File: config.mk
export PLATFORM = sky130hd
export DESIGN_NAME = uart_cmd_decoder_flat
export DESIGN_NICKNAME = d
export VERILOG_FILES = /design/src/rtl/uart_cmd_decoder_pkg.sv /design/src/rtl/uart_cmd_decoder_if.sv /design/src/rtl/uart_cmd_decoder_resp_sender.sv /design/src/rtl/uart_cmd_decoder.sv /design/src/flat_wrapper.sv
export SDC_FILE = /design/constraint.sdc
export NUM_CORES = 1
export LEC_CHECK = 0
export ABC_AREA = 1
export CAP_MARGIN = 20
export CORE_MARGIN = 2
export CORE_UTILIZATION = 40
export CTS_BUF_LIST = sky130_fd_sc_hd__clkbuf_4
export DETAILED_ROUTE_END_ITERATION = 7
export GPL_ROUTABILITY_DRIVEN = 0
export GPL_TIMING_DRIVEN = 0
export SYNTH_ARGS = -nofsm -noshare
export SYNTH_HDL_FRONTEND = slang
export SYNTH_SLANG_ARGS = --single-unit
File: constraint.sdc
create_clock -name clk -period 4 [get_ports clk]
set_input_delay 0.4 -clock clk [delete_from_list [all_inputs] [get_ports clk]]
set_output_delay 0.4 -clock clk [all_outputs]
set_load 0.1 [all_outputs]
File: src/rtl/uart_cmd_decoder_pkg.sv
// Shared byte constants, state encodings and helpers for the UART command decoder
// and its response sender.
package uart_cmd_decoder_pkg;

    localparam logic [7:0] CMD_ON      = 8'h2A;
    localparam logic [7:0] CMD_OFF     = 8'h93;
    localparam logic [7:0] CMD_TOGGLE  = 8'hC3;
    localparam logic [7:0] CMD_SET_MOD = 8'h5A;
    localparam logic [7:0] RSP_ACK     = 8'h6B;
    localparam logic [7:0] RSP_NACK    = 8'hE1;

    // Last wait cycle (0-based) for uart_tx to raise busy after a launch
    localparam logic [1:0] TX_BUSY_WAIT_LAST = 2'd3;

    typedef enum logic [1:0] {
        ST_IDLE    = 2'd0,
        ST_GET_ARG = 2'd1,
        ST_GET_CHK = 2'd2
    } parse_state_e;

    typedef enum logic [1:0] {
        SLOT_EMPTY   = 2'd0,
        SLOT_PEND    = 2'd1,
        SLOT_WAIT_HI = 2'd2,
        SLOT_WAIT_LO = 2'd3
    } slot_state_e;

    function automatic logic [7:0] set_mod_check(input logic [7:0] arg);
        return CMD_SET_MOD ^ arg;
    endfunction

endpackage

File: src/rtl/uart_cmd_decoder_if.sv
// Byte-level link between uart_rx/uart_tx (master side) and the command decoder (slave side).
interface uart_cmd_decoder_if;
    logic [7:0] rx_data;
    logic       rx_done;
    logic       parity_error;
    logic       tx_busy;
    logic [7:0] tx_data;
    logic       start_tx;

    modport master (
        output rx_data, rx_done, parity_error, tx_busy,
        input  tx_data, start_tx
    );

    modport slave (
        input  rx_data, rx_done, parity_error, tx_busy,
        output tx_data, start_tx
    );
endinterface

File: src/rtl/uart_cmd_decoder_resp_sender.sv
// One-entry response slot feeding uart_tx: launches a byte when tx is idle, then waits for
// the busy high/low cycle (or a short no-answer window) before accepting the next response.
module uart_cmd_decoder_resp_sender
    import uart_cmd_decoder_pkg::*;
(
    input  logic       clk,
    input  logic       reset,
    input  logic       push,
    input  logic [7:0] push_byte,
    input  logic       tx_busy,
    output logic [7:0] tx_data,
    output logic       start_tx,
    output logic       drop
);

    slot_state_e slot_q, slot_d;
    logic [7:0]  tx_data_q, tx_data_d;
    logic [1:0]  wait_q, wait_d;
    logic        start_s;
    logic        drop_s;

    // Slot state, launch decision and overwrite/drop detection
    always_comb begin
        slot_d    = slot_q;
        tx_data_d = tx_data_q;
        wait_d    = wait_q;
        start_s   = 1'b0;
        drop_s    = 1'b0;
        case (slot_q)
            SLOT_EMPTY: begin
                if (push) begin
                    tx_data_d = push_byte;
                    slot_d    = SLOT_PEND;
                end
            end
            SLOT_PEND: begin
                // A byte launching this cycle is committed; a concurrent push loses
                if (!tx_busy) begin
                    start_s = 1'b1;
                    slot_d  = SLOT_WAIT_HI;
                    wait_d  = 2'd0;
                    drop_s  = push;
                end else if (push) begin
                    tx_data_d = push_byte;
                    drop_s    = 1'b1;
                end
            end
            SLOT_WAIT_HI: begin
                drop_s = push;
                if (tx_busy) begin
                    slot_d = SLOT_WAIT_LO;
                end else if (wait_q == TX_BUSY_WAIT_LAST) begin
                    slot_d = SLOT_EMPTY;
                end else begin
                    wait_d = wait_q + 2'd1;
                end
            end
            SLOT_WAIT_LO: begin
                drop_s = push;
                if (!tx_busy) begin
                    slot_d = SLOT_EMPTY;
                end
            end
            default: begin
                slot_d = SLOT_EMPTY;
            end
        endcase
    end

    // Slot registers
    always_ff @(posedge clk or posedge reset) begin
        if (reset) begin
            slot_q    <= SLOT_EMPTY;
            tx_data_q <= 8'h00;
            wait_q    <= 2'd0;
        end else begin
            slot_q    <= slot_d;
            tx_data_q <= tx_data_d;
            wait_q    <= wait_d;
        end
    end

    assign tx_data  = tx_data_q;
    assign start_tx = start_s;
    assign drop     = drop_s;

endmodule

File: src/rtl/uart_cmd_decoder.sv
// Parses 1-byte (ON/OFF/TOGGLE) and 3-byte (SET_MOD, arg, check) command frames from uart_rx,
// drives the SPWM control outputs and answers every complete frame with ACK or NACK.
module uart_cmd_decoder
    import uart_cmd_decoder_pkg::*;
#(
    parameter int TIMEOUT_CYCLES = 1200,
    parameter int CNT_W          = 8
) (
    input  logic                 clk,
    input  logic                 reset,
    uart_cmd_decoder_if.slave    bus,
    output logic                 out_enable,
    output logic [7:0]           mod_index,
    output logic                 cmd_strobe,
    output logic [CNT_W-1:0]     err_count
);

    localparam int TMO_W = $clog2(TIMEOUT_CYCLES);

    parse_state_e     state_q, state_d;
    logic [7:0]       arg_q, arg_d;
    logic [TMO_W-1:0] tmo_q, tmo_d;
    logic             out_enable_q, out_enable_d;
    logic [7:0]       mod_index_q, mod_index_d;
    logic             cmd_strobe_q, cmd_strobe_d;
    logic             resp_push_q, resp_push_d;
    logic [7:0]       resp_byte_q, resp_byte_d;
    logic [CNT_W-1:0] err_count_q, err_count_d;
    logic [CNT_W:0]   err_sum_s;
    logic             nack_s;
    logic             drop_s;
    logic             tmo_hit_s;

    assign tmo_hit_s = (tmo_q == TMO_W'(TIMEOUT_CYCLES - 1));

    // Frame parser, inter-byte timeout and saturating error counter
    always_comb begin
        state_d      = state_q;
        arg_d        = arg_q;
        tmo_d        = tmo_q;
        out_enable_d = out_enable_q;
        mod_index_d  = mod_index_q;
        cmd_strobe_d = 1'b0;
        resp_push_d  = 1'b0;
        resp_byte_d  = resp_byte_q;
        nack_s       = 1'b0;
        err_sum_s    = {(CNT_W+1){1'b0}};
        err_count_d  = err_count_q;
        case (state_q)
            ST_IDLE: begin
                tmo_d = {TMO_W{1'b0}};
                if (bus.rx_done) begin
                    if (bus.parity_error) begin
                        nack_s = 1'b1;
                    end else begin
                        case (bus.rx_data)
                            CMD_ON: begin
                                out_enable_d = 1'b1;
                                cmd_strobe_d = 1'b1;
                            end
                            CMD_OFF: begin
                                out_enable_d = 1'b0;
                                cmd_strobe_d = 1'b1;
                            end
                            CMD_TOGGLE: begin
                                out_enable_d = ~out_enable_q;
                                cmd_strobe_d = 1'b1;
                            end
                            CMD_SET_MOD: begin
                                state_d = ST_GET_ARG;
                            end
                            default: begin
                                nack_s = 1'b1;
                            end
                        endcase
                    end
                end
            end
            ST_GET_ARG: begin
                if (bus.rx_done) begin
                    tmo_d = {TMO_W{1'b0}};
                    if (bus.parity_error) begin
                        nack_s  = 1'b1;
                        state_d = ST_IDLE;
                    end else begin
                        arg_d   = bus.rx_data;
                        state_d = ST_GET_CHK;
                    end
                end else if (tmo_hit_s) begin
                    nack_s  = 1'b1;
                    state_d = ST_IDLE;
                    tmo_d   = {TMO_W{1'b0}};
                end else begin
                    tmo_d = tmo_q + TMO_W'(1);
                end
            end
            ST_GET_CHK: begin
                if (bus.rx_done) begin
                    tmo_d   = {TMO_W{1'b0}};
                    state_d = ST_IDLE;
                    if (!bus.parity_error && (bus.rx_data == set_mod_check(arg_q))) begin
                        mod_index_d  = arg_q;
                        cmd_strobe_d = 1'b1;
                    end else begin
                        nack_s = 1'b1;
                    end
                end else if (tmo_hit_s) begin
                    nack_s  = 1'b1;
                    state_d = ST_IDLE;
                    tmo_d   = {TMO_W{1'b0}};
                end else begin
                    tmo_d = tmo_q + TMO_W'(1);
                end
            end
            default: begin
                state_d = ST_IDLE;
                tmo_d   = {TMO_W{1'b0}};
            end
        endcase

        // Every applied command is ACKed; everything else that completes a frame is NACKed
        if (cmd_strobe_d) begin
            resp_push_d = 1'b1;
            resp_byte_d = RSP_ACK;
        end else if (nack_s) begin
            resp_push_d = 1'b1;
            resp_byte_d = RSP_NACK;
        end else begin
            resp_push_d = 1'b0;
        end

        err_sum_s = {1'b0, err_count_q} + {{CNT_W{1'b0}}, nack_s} + {{CNT_W{1'b0}}, drop_s};
        if (err_sum_s[CNT_W]) begin
            err_count_d = {CNT_W{1'b1}};
        end else begin
            err_count_d = err_sum_s[CNT_W-1:0];
        end
    end

    // Parser and output registers
    always_ff @(posedge clk or posedge reset) begin
        if (reset) begin
            state_q      <= ST_IDLE;
            arg_q        <= 8'h00;
            tmo_q        <= {TMO_W{1'b0}};
            out_enable_q <= 1'b0;
            mod_index_q  <= 8'h00;
            cmd_strobe_q <= 1'b0;
            resp_push_q  <= 1'b0;
            resp_byte_q  <= 8'h00;
            err_count_q  <= {CNT_W{1'b0}};
        end else begin
            state_q      <= state_d;
            arg_q        <= arg_d;
            tmo_q        <= tmo_d;
            out_enable_q <= out_enable_d;
            mod_index_q  <= mod_index_d;
            cmd_strobe_q <= cmd_strobe_d;
            resp_push_q  <= resp_push_d;
            resp_byte_q  <= resp_byte_d;
            err_count_q  <= err_count_d;
        end
    end

    uart_cmd_decoder_resp_sender u_resp_sender (
        .clk       (clk),
        .reset     (reset),
        .push      (resp_push_q),
        .push_byte (resp_byte_q),
        .tx_busy   (bus.tx_busy),
        .tx_data   (bus.tx_data),
        .start_tx  (bus.start_tx),
        .drop      (drop_s)
    );

    assign out_enable = out_enable_q;
    assign mod_index  = mod_index_q;
    assign cmd_strobe = cmd_strobe_q;
    assign err_count  = err_count_q;

endmodule
File: src/flat_wrapper.sv
// flat-port wrapper written by rule: the top's interface ports become plain ports
module uart_cmd_decoder_flat import uart_cmd_decoder_pkg::*;
#(
    parameter int TIMEOUT_CYCLES = 1200,
    parameter int CNT_W          = 8
)
  (clk, reset, out_enable, mod_index, cmd_strobe, err_count, bus_rx_data, bus_rx_done, bus_parity_error, bus_tx_busy, bus_tx_data, bus_start_tx);
  uart_cmd_decoder_if bus_i ();
  input  logic clk;
  input  logic reset;
  output logic out_enable;
  output logic [7:0] mod_index;
  output logic cmd_strobe;
  output logic [CNT_W-1:0] err_count;
  input wire logic [$bits(bus_i.rx_data)-1:0] bus_rx_data;
  input wire logic [$bits(bus_i.rx_done)-1:0] bus_rx_done;
  input wire logic [$bits(bus_i.parity_error)-1:0] bus_parity_error;
  input wire logic [$bits(bus_i.tx_busy)-1:0] bus_tx_busy;
  output wire logic [$bits(bus_i.tx_data)-1:0] bus_tx_data;
  output wire logic [$bits(bus_i.start_tx)-1:0] bus_start_tx;
  assign bus_i.rx_data = bus_rx_data;
  assign bus_i.rx_done = bus_rx_done;
  assign bus_i.parity_error = bus_parity_error;
  assign bus_i.tx_busy = bus_tx_busy;
  assign bus_tx_data = bus_i.tx_data;
  assign bus_start_tx = bus_i.start_tx;
  uart_cmd_decoder #(.TIMEOUT_CYCLES(TIMEOUT_CYCLES), .CNT_W(CNT_W)) u_core (.clk(clk), .reset(reset), .bus(bus_i), .out_enable(out_enable), .mod_index(mod_index), .cmd_strobe(cmd_strobe), .err_count(err_count));
endmodule
# ---- After elaboration in Yosys (flattened, before gate mapping)
# Cells that the tools add are included.
dict set report word_totals {
  register_bits 60
}
dict set report op_classes {
  add_sub_neg 4
  n_eq_ne 22
  muxes 49
  bitwise_logic 3
  reduce_logical 19
}
# cell count
set op_table {}
lappend op_table {{2-to-1 mux 8 bit} 5}
lappend op_table {{2-to-1 mux 11 bit} 3}
lappend op_table {{2-to-1 mux 2 bit} 14}
lappend op_table {{2-to-1 mux 1 bit} 19}
lappend op_table {{equality test 8 bit, second input constant} 2}
lappend op_table {{!= test 2 bit, second input constant} 8}
lappend op_table {{one-hot mux 8 bit (2 select lines)} 1}
lappend op_table {{AND reduction 4 bit} 3}
lappend op_table {{adder 11 x 1 -> 11 bit, second input constant} 1}
lappend op_table {{equality test 11 bit, second input constant} 1}
lappend op_table {{adder 8 x 1 -> 9 bit} 1}
lappend op_table {{adder 9 x 1 -> 9 bit} 1}
lappend op_table {{AND reduction 3 bit} 3}
lappend op_table {{equality test 2 bit, second input constant} 4}
lappend op_table {{equality test 8 x 6 -> 1 bit, second input constant} 1}
lappend op_table {{equality test 8 x 7 -> 1 bit, second input constant} 1}
lappend op_table {{equality test 8 bit} 1}
lappend op_table {{one-hot mux 2 bit (4 select lines)} 1}
lappend op_table {{one-hot mux 1 bit (3 select lines)} 2}
lappend op_table {{one-hot mux 2 bit (3 select lines)} 1}
lappend op_table {{nonzero test 2 bit} 3}
lappend op_table {{equality test 2 x 1 -> 1 bit, second input constant} 2}
lappend op_table {{logical NOT 2 bit} 2}
lappend op_table {{NOT 4 bit} 1}
lappend op_table {{13 further kinds} 16}

# ---- Depth between registers and ports, before layout
dict set report logic_depth {
  ltp_word 9
  mapped_depth 23
  mapped_depth_nobuf 23
}

# ---- By module
# Synthesis repeated with hierarchy kept, for this count alone.
dict set report unflattened {
  cells_unflattened 327
  area_unflattened_um2 2765.2
}
# mod instances cells_each area_per_inst_um2 seq_area_each_um2
set by_module_without_submodules {}
lappend by_module_without_submodules {uart_cmd_decoder 1 266 2192.1 1076.0}
lappend by_module_without_submodules {uart_cmd_decoder_resp_sender 1 61 573.0 300.3}

# ---- Worst setup path after synthesis
# No wires, ideal clock.
dict set report synth_timing {
  kind {register to register}
  start {register u_core.tmo_q[0]}
  end {register u_core.err_count_q[2] (netlist: u_core.err_count[2])}
  setup_time_ps 83
  arrival_ps 2675
  t_required_ps 3917
  path_slack_ps 1242
  stages_incl_launch_ff 24
  synth_period_minus_slack_ps 2758
  cell_sequence {dfrtp_1 ha_1 nand2_2 nor2_4 nand3_1 nand2_1 inv_1 nor2_1 nand2_1 nand2_1 nand2_2 fa_1 inv_1 ha_1 nand2_1 inv_1 nand2_1 nor2_1 nand2_1 inv_1 nand2_1 inv_1 nand2_1 o21ai_0}
}
dict set report synth_via {
  elab_chain_cells 7
  elab_cells_between_ends 8
  classes_between {add/sub: 2; eq/ne: 1; mux: 5}
}
# item line_no
set synth_rtl {}
lappend synth_rtl {{from (decl)} uart_cmd_decoder.sv:22} ;# logic [TMO_W-1:0] tmo_q, tmo_d;
lappend synth_rtl {{from (signal assigned)} uart_cmd_decoder.sv:145} ;# tmo_q <= {TMO_W{1'b0}};
lappend synth_rtl {{from (signal assigned)} uart_cmd_decoder.sv:155} ;# tmo_q <= tmo_d;
lappend synth_rtl {{equality test 11 bit (*)} uart_cmd_decoder.sv:34} ;# assign tmo_hit_s = (tmo_q == TMO_W'(TIMEOUT_CYCLES - 1));
lappend synth_rtl {{2-to-1 mux 1 bit (*)} {uart_cmd_decoder.sv:89, uart_cmd_decoder.sv:107}}
lappend synth_rtl {{2-to-1 mux 1 bit (on tied branches)} {uart_cmd_decoder.sv:98, uart_cmd_decoder.sv:80}}
lappend synth_rtl {{one-hot mux 1 bit (3 select lines) (*)} uart_cmd_decoder.sv:49} ;# case (state_q)
lappend synth_rtl {{adder 8 x 1 -> 9 bit (*)} uart_cmd_decoder.sv:132} ;# err_sum_s = {1'b0, err_count_q} + {{CNT_W{1'b0}}, nack_s} + {{CNT_W{1'b0}}, drop_s};
lappend synth_rtl {{adder 9 x 1 -> 9 bit (*)} uart_cmd_decoder.sv:132}
lappend synth_rtl {{2-to-1 mux 8 bit (*)} uart_cmd_decoder.sv:133} ;# if (err_sum_s[CNT_W]) begin
lappend synth_rtl {{net u_core.err_count_d[2]} uart_cmd_decoder.sv:28} ;# logic [CNT_W-1:0] err_count_q, err_count_d;
lappend synth_rtl {{to (signal assigned)} uart_cmd_decoder.sv:151} ;# err_count_q <= {CNT_W{1'b0}};
lappend synth_rtl {{to (signal assigned)} uart_cmd_decoder.sv:161} ;# err_count_q <= err_count_d;
lappend synth_rtl {{to (decl)} uart_cmd_decoder.sv:28}
# Mark *: on every way through the listed nets, which the timed path passes. The rest lies on a longest branch.
# A chain may end at the register's enable or synchronous reset.

# ---- Final worst setup path
dict set report layout_timing {
  start {register u_core.tmo_q[0]}
  end {register u_core.err_count_q[6] (netlist: u_core.err_count[6])}
}
# Same word-level chain as after synthesis.

==> impl_metrics.yaml <==
route:
  wl_mm: 4.908
  wl_per_cell_um: 11.13
  vias_per_cell: 4.592
  drt_pass1_iterations: 4
  drt.antenna.violating_nets: 0
  vias: 2025
  first_iter_violations: 111
  drc: 0
cts:
  postCtsSetupBuffers: 0
  cts.clk_slew.worst_paths_ns: 0.15
  clock_latency_ns: 0.36
  clockBufferDepth: 2
  clock-root-buffer: "clkbuf_4"
  htreeDepth: 2
  cts_resized: 0
  tritoncts: "yes"
  cts_made_buffers: 5
  cts_num_sinks: 50
  hold_buffers: 0
sta:
  period_needed_ns: 2.931
  rsz0062_at_grt: "false"
  max_freq_mhz: 341.2
  tns_ns: 0
  tightest_slew_ns: 0.9893
  finalClockSkew_ns: 0.01870
  finalHoldViolations: 0
  finalSetupViolCount: 0
  relSlewSlack_pct: 33.84
  maxSlewViolCount: 0
  finalCritPeriodShare_pct: 73.27
layout:
  drive_above_1_share_pct: 11.26
  final_cell_mix: "nand2_1 (80), dfrtp_1 (50), inv_1 (47)"
  layout.nets: 385
  diodes: 0
  syn_to_final_growth_pct: 21.81
  layout.core_utilization_pct: 50.14
  final_common_cell: "nand2_1"
  final_cells: 441
yosys:
  synth.top_cell.area_share_pct: 48.15
  yosys.area_share.simple_pct: 24.99
  postSynthCellCount: 318
  synth_fa_ha_area_share_pct: 4.141
  yosys-mux-area-fraction_pct: 0.4333
  yosysUniqueCellTypes: 35
  syn_avg_cell_area_um2: 8.172
  synth-edff-count: 0
  ys.warnings.count: 0
  synth_area_um2: 2599
  yosysSeqAreaShare_pct: 48.15
  synth-xor-area-share_pct: 1.685
  synth_top_family_by_area: "simple AND/OR/NAND/NOR gates"
  yosysTopAreaCell: "dfrtp_1"
  async_reset_ff_share_pct: 100.0
  synth_area_leaders: "dfrtp_1 (48%), nand2_1 (12%), inv_1 (6.9%)"
  synth-compound-area-share_pct: 10.74
  ys.flop_type: "dfrtp_1"
  ys_ff_latch: 50
global_routing:
  grt_pass1_wl_mm: 8.618
  grt_max_degree: 37
  antenna_found_initial: 0
  grt_pass1_vias: 1917
  track_usage_pct: 14.81
  grt-ovfl-total: 0
floorplan:
  initial_utilization_pct: 41.16
  die_h_um: 84.61
  num_rows: 29
  core_region_area_um2: 6314
  die_x_um: 84.61
  dieArea_um2: 7158
  boundaryPins: 40
place:
  place_inst: 434
  hpwl_mm: 3.829
  io_buffers: 37
min_path:
  hold_path_class: "input pin to asynchronous set/reset pin"
power:
  ir_worst_vdd_v: 0.0005361
  powerDensity_nw_per_um2: 680.3
  p_leak_nw: 1.555
setup_path:
  crit_fanout: 7
  crit_buf_inv: 5
  cpMostUsedCell: "nand2_1"
  crit_chain: "ha_1 -> nand2_2 -> nor2_4 -> nand3_1 -> nand2_1 -> inv_1 -> nor2_1 -> nand2_1 -> nand2_1 -> nand2_2 -> fa_1 -> inv_1 -> ha_1 -> nand2_1 -> inv_1 -> nand2_1 -> nor2_1 -> nand2_1 -> inv_1 -> nand2_1 -> inv_1 -> nand2_1 -> o21ai_0"
  max_stage_delay_ns: 0.44
  critical_path.top_delay_family: "simple AND/OR/NAND/NOR gates"
  crit_required_ns: 4.30
  critPathKind: "flip-flop to flip-flop"
  crit_path_start_kind: "flip-flop"
  slowest_stage: "dfrtp_1"
  critPathArrivalTime_ns: 3.23
  cp-end-kind: "flip-flop"
run:
  max_cap_viol_count: 0
run_status:
  status: "completed"
-- power breakdown --
group	internal, W	switching, W
combinational	0.000306	0.000811
sequential	0.000637	0.000111
clock	0.000130	0.000159
total	0.00107	0.00108
-- cell families (layout without fill, tap and decap cells) --
kind of cell | count (synthesis) | in the layout
muxes | 1 | 1
other | 1 | 2
buffers and inverters | 60 | 105
adders and majority gates | 8 | 8
xor gates and xnor gates | 5 | 5
DFF | 50 | 50
AOI/OAI and AO/OA | 46 | 46
and+or+nand+nor | 147 | 147
-- layer usage --
metal,vias up,global-route usage (%),share of wire (%)
li1,1079,-,-
met1,909,20.57,50
met2,29,23.48,45
met3,8,2.852,3.7
met4,0,4.762,1.3
met5,-,0,0
-- through the flow --
stage	worst slack, ns	total power (W)	hold WS [ns]	instance area (µm²)
after floorplan	1.242	0.001625	0.4352	2603
after global placement	0.8622	0.001862	0.4551	3069
after detailed placement	0.8392	0.001885	0.4666	3089
after CTS	1.030	0.002178	0.3035	3166
after global routing	0.6488	0.002313	0.3305	3166
final	1.069	0.002154	0.3001	3166
-- area by class of cell --
cell class | count | area (µm²)
Timing Repair Buffer | 38 | 390.4
Inverter | 52 | 195.2
Clock inverter | 2 | 38.79
Clock buffer | 5 | 37.54
Sequential cell | 50 | 1251
Fill cell | 605 | 3148
Multi-Input combinational cell | 209 | 1099
Tap cell | 77 | 96.34
Buffer | 8 | 57.56
-- Yosys cell counts (4+ instances only) --
master   count
a21oi_1      8
buf_4        5
dfrtp_1     50
ha_1         7
inv_1       48
inv_2        4
nand2_1     80
nand2_2      7
nand3_1     15
nor2_1      30
nor3_1       7
o21ai_0     21
o21ai_2      8
xor2_1       4
-- flip-flops by register name, summed over array words and instances (netlist names) --
| signal | count |
|---|---|
| u_core.u_resp_sender.wait_q | 2 |
| u_core.state_q | 2 |
| u_core.mod_index | 8 |
| u_core.u_resp_sender.slot_q | 2 |
| u_core.tmo_q | 11 |
| u_core.resp_push_q | 1 |
| u_core.cmd_strobe | 1 |
| u_core.err_count | 8 |
| u_core.u_resp_sender.tx_data | 3 |
| u_core.resp_byte_q | 3 |
| u_core.arg_q | 8 |
| u_core.out_enable | 1 |
-- worst paths after layout --
| check | from | to | slack (ns) | cells past startpoint |
|---|---|---|---|---|
| max | u_core.tmo_q[0] | u_core.err_count[6] | 1.07 | 23 |
| min | reset | u_core.err_count[7] | 0.30 | 2 |
| max reg2reg | u_core.tmo_q[0] | u_core.err_count[6] | 1.07 | 23 |
| min reg2reg | u_core.resp_byte_q[3] | u_core.resp_byte_q[3] | 0.49 | 2 |
| max in group asynchronous | reset | u_core.tmo_q[1] | 3.18 | 3 |
| min in group clk | u_core.resp_byte_q[3] | u_core.resp_byte_q[3] | 0.49 | 2 |
No activity file was read; power rests on OpenSTA's default activity.
